==> config.mk <==
export PLATFORM = sky130hd
export DESIGN_NAME = ifetch_queue_flat
export DESIGN_NICKNAME = d
export VERILOG_FILES = /design/src/rtl/ifetch_queue_if.sv /design/src/rtl/ifetch_queue.sv /design/src/flat_wrapper.sv
export SDC_FILE = /design/constraint.sdc
export NUM_CORES = 1
export LEC_CHECK = 0
export ABC_AREA = 1
export CAP_MARGIN = 20
export CORE_MARGIN = 2
export CORE_UTILIZATION = 54
export CTS_CLUSTER_DIAMETER = 60
export DETAILED_ROUTE_END_ITERATION = 12
export GPL_TIMING_DRIVEN = 0
export PLACE_DENSITY = 0.86
export RECOVER_POWER = 100
export SLEW_MARGIN = 40
export SYNTH_ARGS = -nofsm -noshare
export SYNTH_HDL_FRONTEND = slang
export SYNTH_SLANG_ARGS = --single-unit
==> constraint.sdc <==
create_clock -name clk -period 8 [get_ports clk]
set_clock_uncertainty 0.1 [all_clocks]
set_input_delay 0.8 -clock clk [delete_from_list [all_inputs] [get_ports clk]]
set_output_delay 0.8 -clock clk [all_outputs]
set_load 0.01 [all_outputs]
==> src/rtl/ifetch_queue_if.sv <==
// Handshake bundle of the instruction-fetch queue: redirect, memory fetch port
// and instruction delivery port. The master side is the queue itself.
interface ifetch_queue_if #(
    parameter int unsigned ADDR_W = 32'd25
);
    logic              redirect_i;
    logic [ADDR_W-1:0] redirect_pc_i;
    logic              mem_req_o;
    logic [ADDR_W-1:0] mem_addr_o;
    logic              mem_ack_i;
    logic [63:0]       mem_data_i;
    logic              inst_valid_o;
    logic              inst_ready_i;
    logic [63:0]       inst_o;
    logic [1:0]        inst_len_o;
    logic [ADDR_W-1:0] inst_pc_o;

    modport master (
        input  redirect_i, redirect_pc_i, mem_ack_i, mem_data_i, inst_ready_i,
        output mem_req_o, mem_addr_o, inst_valid_o, inst_o, inst_len_o, inst_pc_o
    );

    modport slave (
        output redirect_i, redirect_pc_i, mem_ack_i, mem_data_i, inst_ready_i,
        input  mem_req_o, mem_addr_o, inst_valid_o, inst_o, inst_len_o, inst_pc_o
    );
endinterface

==> src/rtl/ifetch_queue.sv <==
// Instruction prefetch queue: fetches 4 halfwords per memory request into a
// halfword ring and delivers variable-length (16/32/48/64-bit) instructions.
module ifetch_queue #(
    parameter int unsigned        ADDR_W   = 32'd25,
    parameter int unsigned        QUEUE_HW = 32'd8,
    parameter logic [ADDR_W-1:0]  RESET_PC = {ADDR_W{1'b0}}
) (
    input  logic             clk,
    input  logic             reset,
    ifetch_queue_if.master   bus
);
    localparam int unsigned PTR_W = $clog2(QUEUE_HW);
    localparam int unsigned CNT_W = PTR_W + 32'd1;
    localparam logic [CNT_W-1:0] FETCH_HW  = CNT_W'(3'd4);
    localparam logic [CNT_W-1:0] REQ_LIMIT = CNT_W'(QUEUE_HW - 32'd4);

    // Length code from the first halfword: 0=16, 1=32, 2=48, 3=64 bits.
    function automatic logic [1:0] decode_len(input logic [15:0] h);
        logic [1:0] len;
        if (h[10:9] != 2'b11) begin
            if ((h[15:11] == 5'd0) && h[7]) len = 2'd1;
            else                            len = 2'd0;
        end else if ((h[15:11] != 5'd0) && (h[8:6] == 3'd0)) begin
            len = 2'd1;
        end else if (h[5]) begin
            len = 2'd2;
        end else begin
            len = 2'd3;
        end
        return len;
    endfunction

    logic [15:0]       ring_r [QUEUE_HW];
    logic [PTR_W-1:0]  rd_ptr_r, wr_ptr_r;
    logic [CNT_W-1:0]  count_r;
    logic [ADDR_W-1:0] pc_r, fetch_pc_r, mem_addr_r;
    logic              req_r, discard_r;

    logic [1:0]        len_s;
    logic [CNT_W-1:0]  len_hw_s;
    logic              valid_s, pop_s, ack_s, push_s, req_next_s, new_req_s, discard_next_s;
    logic [CNT_W-1:0]  count_next_s;
    logic [ADDR_W-1:0] fetch_pc_next_s;
    logic [63:0]       inst_s;

    // Head decode, handshakes and next-state of counters/flags.
    always_comb begin
        len_s    = decode_len(ring_r[rd_ptr_r]);
        len_hw_s = CNT_W'(len_s) + CNT_W'(1'b1);
        valid_s  = (count_r >= len_hw_s);
        pop_s    = valid_s & bus.inst_ready_i;
        ack_s    = req_r & bus.mem_ack_i;
        // Data of a request issued before a redirect must never enter the ring.
        push_s   = ack_s & ~discard_r & ~bus.redirect_i;

        count_next_s    = count_r;
        fetch_pc_next_s = fetch_pc_r;
        if (bus.redirect_i) begin
            count_next_s    = {CNT_W{1'b0}};
            fetch_pc_next_s = bus.redirect_pc_i;
        end else begin
            count_next_s = count_r + (push_s ? FETCH_HW : {CNT_W{1'b0}})
                                   - (pop_s ? len_hw_s : {CNT_W{1'b0}});
            if (push_s) fetch_pc_next_s = fetch_pc_r + ADDR_W'(3'd4);
            else        fetch_pc_next_s = fetch_pc_r;
        end

        if (req_r && !bus.mem_ack_i) begin
            req_next_s = 1'b1;
            new_req_s  = 1'b0;
        end else begin
            req_next_s = ~bus.redirect_i && (count_next_s <= REQ_LIMIT);
            new_req_s  = req_next_s;
        end

        if (bus.redirect_i && req_r && !bus.mem_ack_i) discard_next_s = 1'b1;
        else if (ack_s)                                discard_next_s = 1'b0;
        else                                           discard_next_s = discard_r;
    end

    // Assemble the head instruction across the ring wrap; unused halfwords read 0.
    always_comb begin
        inst_s = 64'd0;
        for (int k = 0; k < 4; k++) begin
            if (k <= int'(len_s)) inst_s[16*k +: 16] = ring_r[rd_ptr_r + PTR_W'(k)];
            else                  inst_s[16*k +: 16] = 16'd0;
        end
    end

    // Queue storage, pointers, PCs and the single-outstanding request state.
    always_ff @(posedge clk or posedge reset) begin
        if (reset) begin
            for (int i = 0; i < int'(QUEUE_HW); i++) ring_r[i] <= 16'd0;
            rd_ptr_r   <= {PTR_W{1'b0}};
            wr_ptr_r   <= {PTR_W{1'b0}};
            count_r    <= {CNT_W{1'b0}};
            pc_r       <= RESET_PC;
            fetch_pc_r <= RESET_PC;
            mem_addr_r <= RESET_PC;
            req_r      <= 1'b0;
            discard_r  <= 1'b0;
        end else begin
            if (push_s) begin
                for (int k = 0; k < 4; k++) ring_r[wr_ptr_r + PTR_W'(k)] <= bus.mem_data_i[16*k +: 16];
            end
            if (bus.redirect_i) begin
                rd_ptr_r <= {PTR_W{1'b0}};
                wr_ptr_r <= {PTR_W{1'b0}};
                pc_r     <= bus.redirect_pc_i;
            end else begin
                rd_ptr_r <= rd_ptr_r + (pop_s ? PTR_W'(len_hw_s) : {PTR_W{1'b0}});
                wr_ptr_r <= wr_ptr_r + (push_s ? PTR_W'(3'd4) : {PTR_W{1'b0}});
                pc_r     <= pc_r + (pop_s ? ADDR_W'(len_hw_s) : {ADDR_W{1'b0}});
            end
            count_r    <= count_next_s;
            fetch_pc_r <= fetch_pc_next_s;
            req_r      <= req_next_s;
            discard_r  <= discard_next_s;
            if (new_req_s) mem_addr_r <= fetch_pc_next_s;
            else           mem_addr_r <= mem_addr_r;
        end
    end

    assign bus.mem_req_o    = req_r;
    assign bus.mem_addr_o   = mem_addr_r;
    assign bus.inst_valid_o = valid_s;
    assign bus.inst_o       = inst_s;
    assign bus.inst_len_o   = len_s;
    assign bus.inst_pc_o    = pc_r;
endmodule

==> src/flat_wrapper.sv <==
// flat-port wrapper written by rule: the top's interface ports become plain ports
module ifetch_queue_flat 
#(
    parameter int unsigned        ADDR_W   = 32'd25,
    parameter int unsigned        QUEUE_HW = 32'd8,
    parameter logic [ADDR_W-1:0]  RESET_PC = {ADDR_W{1'b0}}
)
  (clk, reset, bus_redirect_i, bus_redirect_pc_i, bus_mem_ack_i, bus_mem_data_i, bus_inst_ready_i, bus_mem_req_o, bus_mem_addr_o, bus_inst_valid_o, bus_inst_o, bus_inst_len_o, bus_inst_pc_o);
  ifetch_queue_if #(.ADDR_W(ADDR_W)) bus_i ();
  input  logic clk;
  input  logic reset;
  input wire logic [$bits(bus_i.redirect_i)-1:0] bus_redirect_i;
  input wire logic [$bits(bus_i.redirect_pc_i)-1:0] bus_redirect_pc_i;
  input wire logic [$bits(bus_i.mem_ack_i)-1:0] bus_mem_ack_i;
  input wire logic [$bits(bus_i.mem_data_i)-1:0] bus_mem_data_i;
  input wire logic [$bits(bus_i.inst_ready_i)-1:0] bus_inst_ready_i;
  output wire logic [$bits(bus_i.mem_req_o)-1:0] bus_mem_req_o;
  output wire logic [$bits(bus_i.mem_addr_o)-1:0] bus_mem_addr_o;
  output wire logic [$bits(bus_i.inst_valid_o)-1:0] bus_inst_valid_o;
  output wire logic [$bits(bus_i.inst_o)-1:0] bus_inst_o;
  output wire logic [$bits(bus_i.inst_len_o)-1:0] bus_inst_len_o;
  output wire logic [$bits(bus_i.inst_pc_o)-1:0] bus_inst_pc_o;
  assign bus_i.redirect_i = bus_redirect_i;
  assign bus_i.redirect_pc_i = bus_redirect_pc_i;
  assign bus_i.mem_ack_i = bus_mem_ack_i;
  assign bus_i.mem_data_i = bus_mem_data_i;
  assign bus_i.inst_ready_i = bus_inst_ready_i;
  assign bus_mem_req_o = bus_i.mem_req_o;
  assign bus_mem_addr_o = bus_i.mem_addr_o;
  assign bus_inst_valid_o = bus_i.inst_valid_o;
  assign bus_inst_o = bus_i.inst_o;
  assign bus_inst_len_o = bus_i.inst_len_o;
  assign bus_inst_pc_o = bus_i.inst_pc_o;
  ifetch_queue #(.ADDR_W(ADDR_W), .QUEUE_HW(QUEUE_HW), .RESET_PC(RESET_PC)) u_core (.clk(clk), .reset(reset), .bus(bus_i));
endmodule
==> summary.txt <==
Drt
  • Remaining antenna violation count after routing: 0
  • DR pass1 iterations: 6
  • Routed wire per std cell: 23.1 um
  • Routed WL: 54300 um
  • Total number of vias: 14400
  • Vias per cell: 6.14
  • Residual DRC: 0
  • Initial DRC Count: 1985

Run status
  • Failing checks: capacitance limit, slew limit
  • Status: finished, violations left

Placed design
  • Dpl ws: 933 ps
  • IO Port Bufs: 211
  • GP Congestion: 1.04
  • Final HPWL DP: 41700 um

Power and ir drop
  • Cell Int Power: 3.45 mW
  • Power per cell area: 429 nW/um^2
  • Tot Pwr: 6.82 mW
  • Net Sw Frac: 49.4%
  • Switch Pwr: 3.37 mW
  • Sequential Power Share: 25.7%
  • Clk network pwr share: 15.2%
  • Logic pwr share: 59.1%
  • Worst IR Drop VDD: 0.320 mV
  • Static Leak: 7.75 nW

Yosys
  • Average instance area after synthesis: 7.16 um^2
  • Most frequent cells after synthesis: 435 x nand2_1, 283 x inv_1, 213 x dfrtp_1
  • Seq/Total Area, Yosys: 42.0%
  • Synthesized area: 12700 um^2
  • Synth top area cells: dfrtp_1 42%, nand2_1 13%, o22ai_1 8.7%
  • Count leader, synth: nand2_1
  • Primary FF master, synth: dfrtp_1
  • Synth area leader: dfrtp_1
  • Async S/R FF share, synth: 100%
  • Syn nets: 1889
  • Syn Inst Count: 1774
  • Distinct cell type count after synthesis: 41
  • Yosys Warn Count: 0
  • #FFs+latches synth: 213
  • EDFF count, synth: 0
  • Area share of the largest cell type after synthesis: 42.0%

Timing
  • Unrepaired setup endpoints after global routing: false
  • Hold Violations, Final: 0
  • Final worst slack: 470 ps
  • # setup viols final: 0
  • Fmax: 133 MHz
  • TNS Setup: 0 ps
  • WHS: 370 ps
  • Slew margin rel.: -159%
  • Min Tclk post-route: 7530 ps
  • Worst-Margin Slew: 3880 ps
  • Tcrit/Tclk final: 94.1%
  • Fin. max-slew vios: 133

Clocking
  • Clock-pin slew on the worst setup and hold paths: 60 ps
  • CTS max path bufs: 3
  • TritonCTS buffer count: 23
  • CTS Hold Bufs: 0
  • H-tree levels: 1
  • Post CTS Setup Buffer Count: 0
  • Clock latency on the worst-skew pair: 530 ps
  • Clk sinks: 213
  • CTS resizes: 0
  • CTS Root Buffer Type: clkbuf_16
  • CTS tree: built

GRT
  • Vias in the first global route: 13400
  • Initial antenna violation count: 1
  • First-pass GRT wire length: 79100 um
  • Gr ovfl total: 0
  • Largest net degree at the start of global routing: 84
  • Overall Global Routing Usage: 43.1%

Finish
  • P&R area growth vs syn: 25.3%
  • Layout cells sized above 1: 4.20%
  • Core Util, Final: 68.4%
  • Fillers: 1959
  • Nets: 2127

Hold path
  • Hold Path End: u_core.bus.mem_addr_o[13]
  • Hold depth: 2
  • Worst hold path type: flop to flop
  • Hold Crit Start: u_core.bus.mem_addr_o[13]

Critical path
  • WS Path Type: flop to flop
  • Critical R2R Capture: u_core.bus.mem_addr_o[11]
  • Crit path top cell by count: nand2_1
  • Reg2reg path depth: 30
  • CP Capture Type: flop
  • Worst R2R Start: u_core.rd_ptr_r[0]
  • Data required, critical path: 8310 ps
  • Critical Path Max Stage Delay: 670 ps
  • Reg2reg setup slack: 470 ps
  • Max FO, Critical Path: 10
  • Critical-path top delay cell: clkbuf_1
  • Critical Path AT: 7840 ps
  • CP Launch Type: flop

Floorplanning
  • Starting Density: 54.6%
  • Die X: 157 um
  • Total I/O pin count: 212
  • Die ar.: 24800 um^2
  • Core Box Area: 23300 um^2
  • Core Rows: 56
  • Die H: 157 um

Flow run
  • Max-capacitance violation count: 2
-- worst max path at each step --
stage                                   from                   endpoint  slack (ps)  cells past startpoint
final                     u_core.rd_ptr_r[0]  u_core.bus.mem_addr_o[11]         470                     30
after global routing      u_core.rd_ptr_r[0]  u_core.bus.mem_addr_o[11]         220                     32
after CTS                 u_core.rd_ptr_r[0]   u_core.bus.mem_addr_o[2]         850                     30
after detailed placement  u_core.rd_ptr_r[0]   u_core.bus.mem_addr_o[7]         930                     30
after global placement                 reset  u_core.bus.mem_addr_o[21]       -1240                      2
after floorplan                        reset    u_core.bus.inst_pc_o[0]        1280                      1
-- power groups by stage --
stage | sequential [mW] | clock [mW] | combinational [mW]
CTS | 1.74 | 1.04 | 3.99
detailed placement | 1.76 | 0 | 3.96
global route | 1.79 | 1.08 | 4.24
global placement | 1.74 | 0 | 3.91
finish | 1.75 | 1.04 | 4.03
floorplan | 1.71 | 0 | 2.24
-- cells in the final DEF (no fill, tap or decap), types with 7 or more instances in the layout --
cell type and count:
inv_1 283, dlygate4sd3_1 113, a21oi_1 23, o21ai_0 211, dfrtp_1 213, xnor2_1 10, nand4_1 14, o22ai_1 176
buf_6 7, nand3_1 49, clkbuf_16 23, nor2_1 153, xor2_1 7, clkbuf_1 76, ha_1 17, buf_2 19
nor3_1 18, nand2_1 436, clkdlybuf4s50_1 98
-- flip-flops by register name, indices dropped and copies added (netlist names) --
register               flops
u_core.bus.inst_pc_o      25
u_core.bus.mem_addr_o     25
u_core.bus.mem_req_o       1
u_core.count_r             4
u_core.discard_r           1
u_core.fetch_pc_r         25
u_core.rd_ptr_r            3
u_core.ring_r            128
u_core.wr_ptr_r            1
-- critical path: cells and delay by family (launching register included) --
kind                     cells  cell delay, ps
buffers and inverters       10            2400
AND/OR/NAND/NOR             12            2350
adder cells (fa/ha/maj)      5            1360
AO/OA/AOI/OAI                3             750
flip-flops                   1             440
-- area by class of cell --
class	count	area, um^2	share of cell area, %
plain buffers	99	459	2.89
clock buffers	34	657	4.13
flip-flops and latches	213	5330	33.5
clock inverters	4	51.3	0.322
repair buffers	213	2140	13.5
inverters	289	1090	6.83
multi-input cells	1173	5780	36.3
well taps	319	399	2.51
diodes	1	2.50	0.0157
-- logic make-up (layout without fill, tap and decap cells) --
| kind of cell | Yosys count | count (layout) | synth area share (%) |
|---|---|---|---|
| compound gates | 446 | 446 | 20.1 |
| xor+xnor | 19 | 19 | 1.31 |
| fa+ha+maj | 21 | 21 | 2.31 |
| buf+inv | 388 | 639 | 12.2 |
| flops | 213 | 213 | 42.0 |
| other cells | 0 | 1 | 0 |
| simple gates | 687 | 687 | 22.1 |
-- per-layer routing --
layer | track usage (%) | up-vias | wire length, um
met5 | 1.86 | - | 55
met4 | 20.2 | 2 | 3060
met3 | 10.5 | 222 | 7110
met1 | 58.7 | 6785 | 20600
li1 | - | 6256 | -
met2 | 64.8 | 1123 | 23400
-- through the flow --
stage / area (um^2) / instances
4_1_cts: 16000 / 2344
3_3_place_gp: 15200 / 2304
2_1_floorplan: 12700 / 1774
6_report: 15900 / 2345
3_5_place_dp: 15300 / 2306
5_1_grt: 15900 / 2345
(Power assumes the default switching activity.)
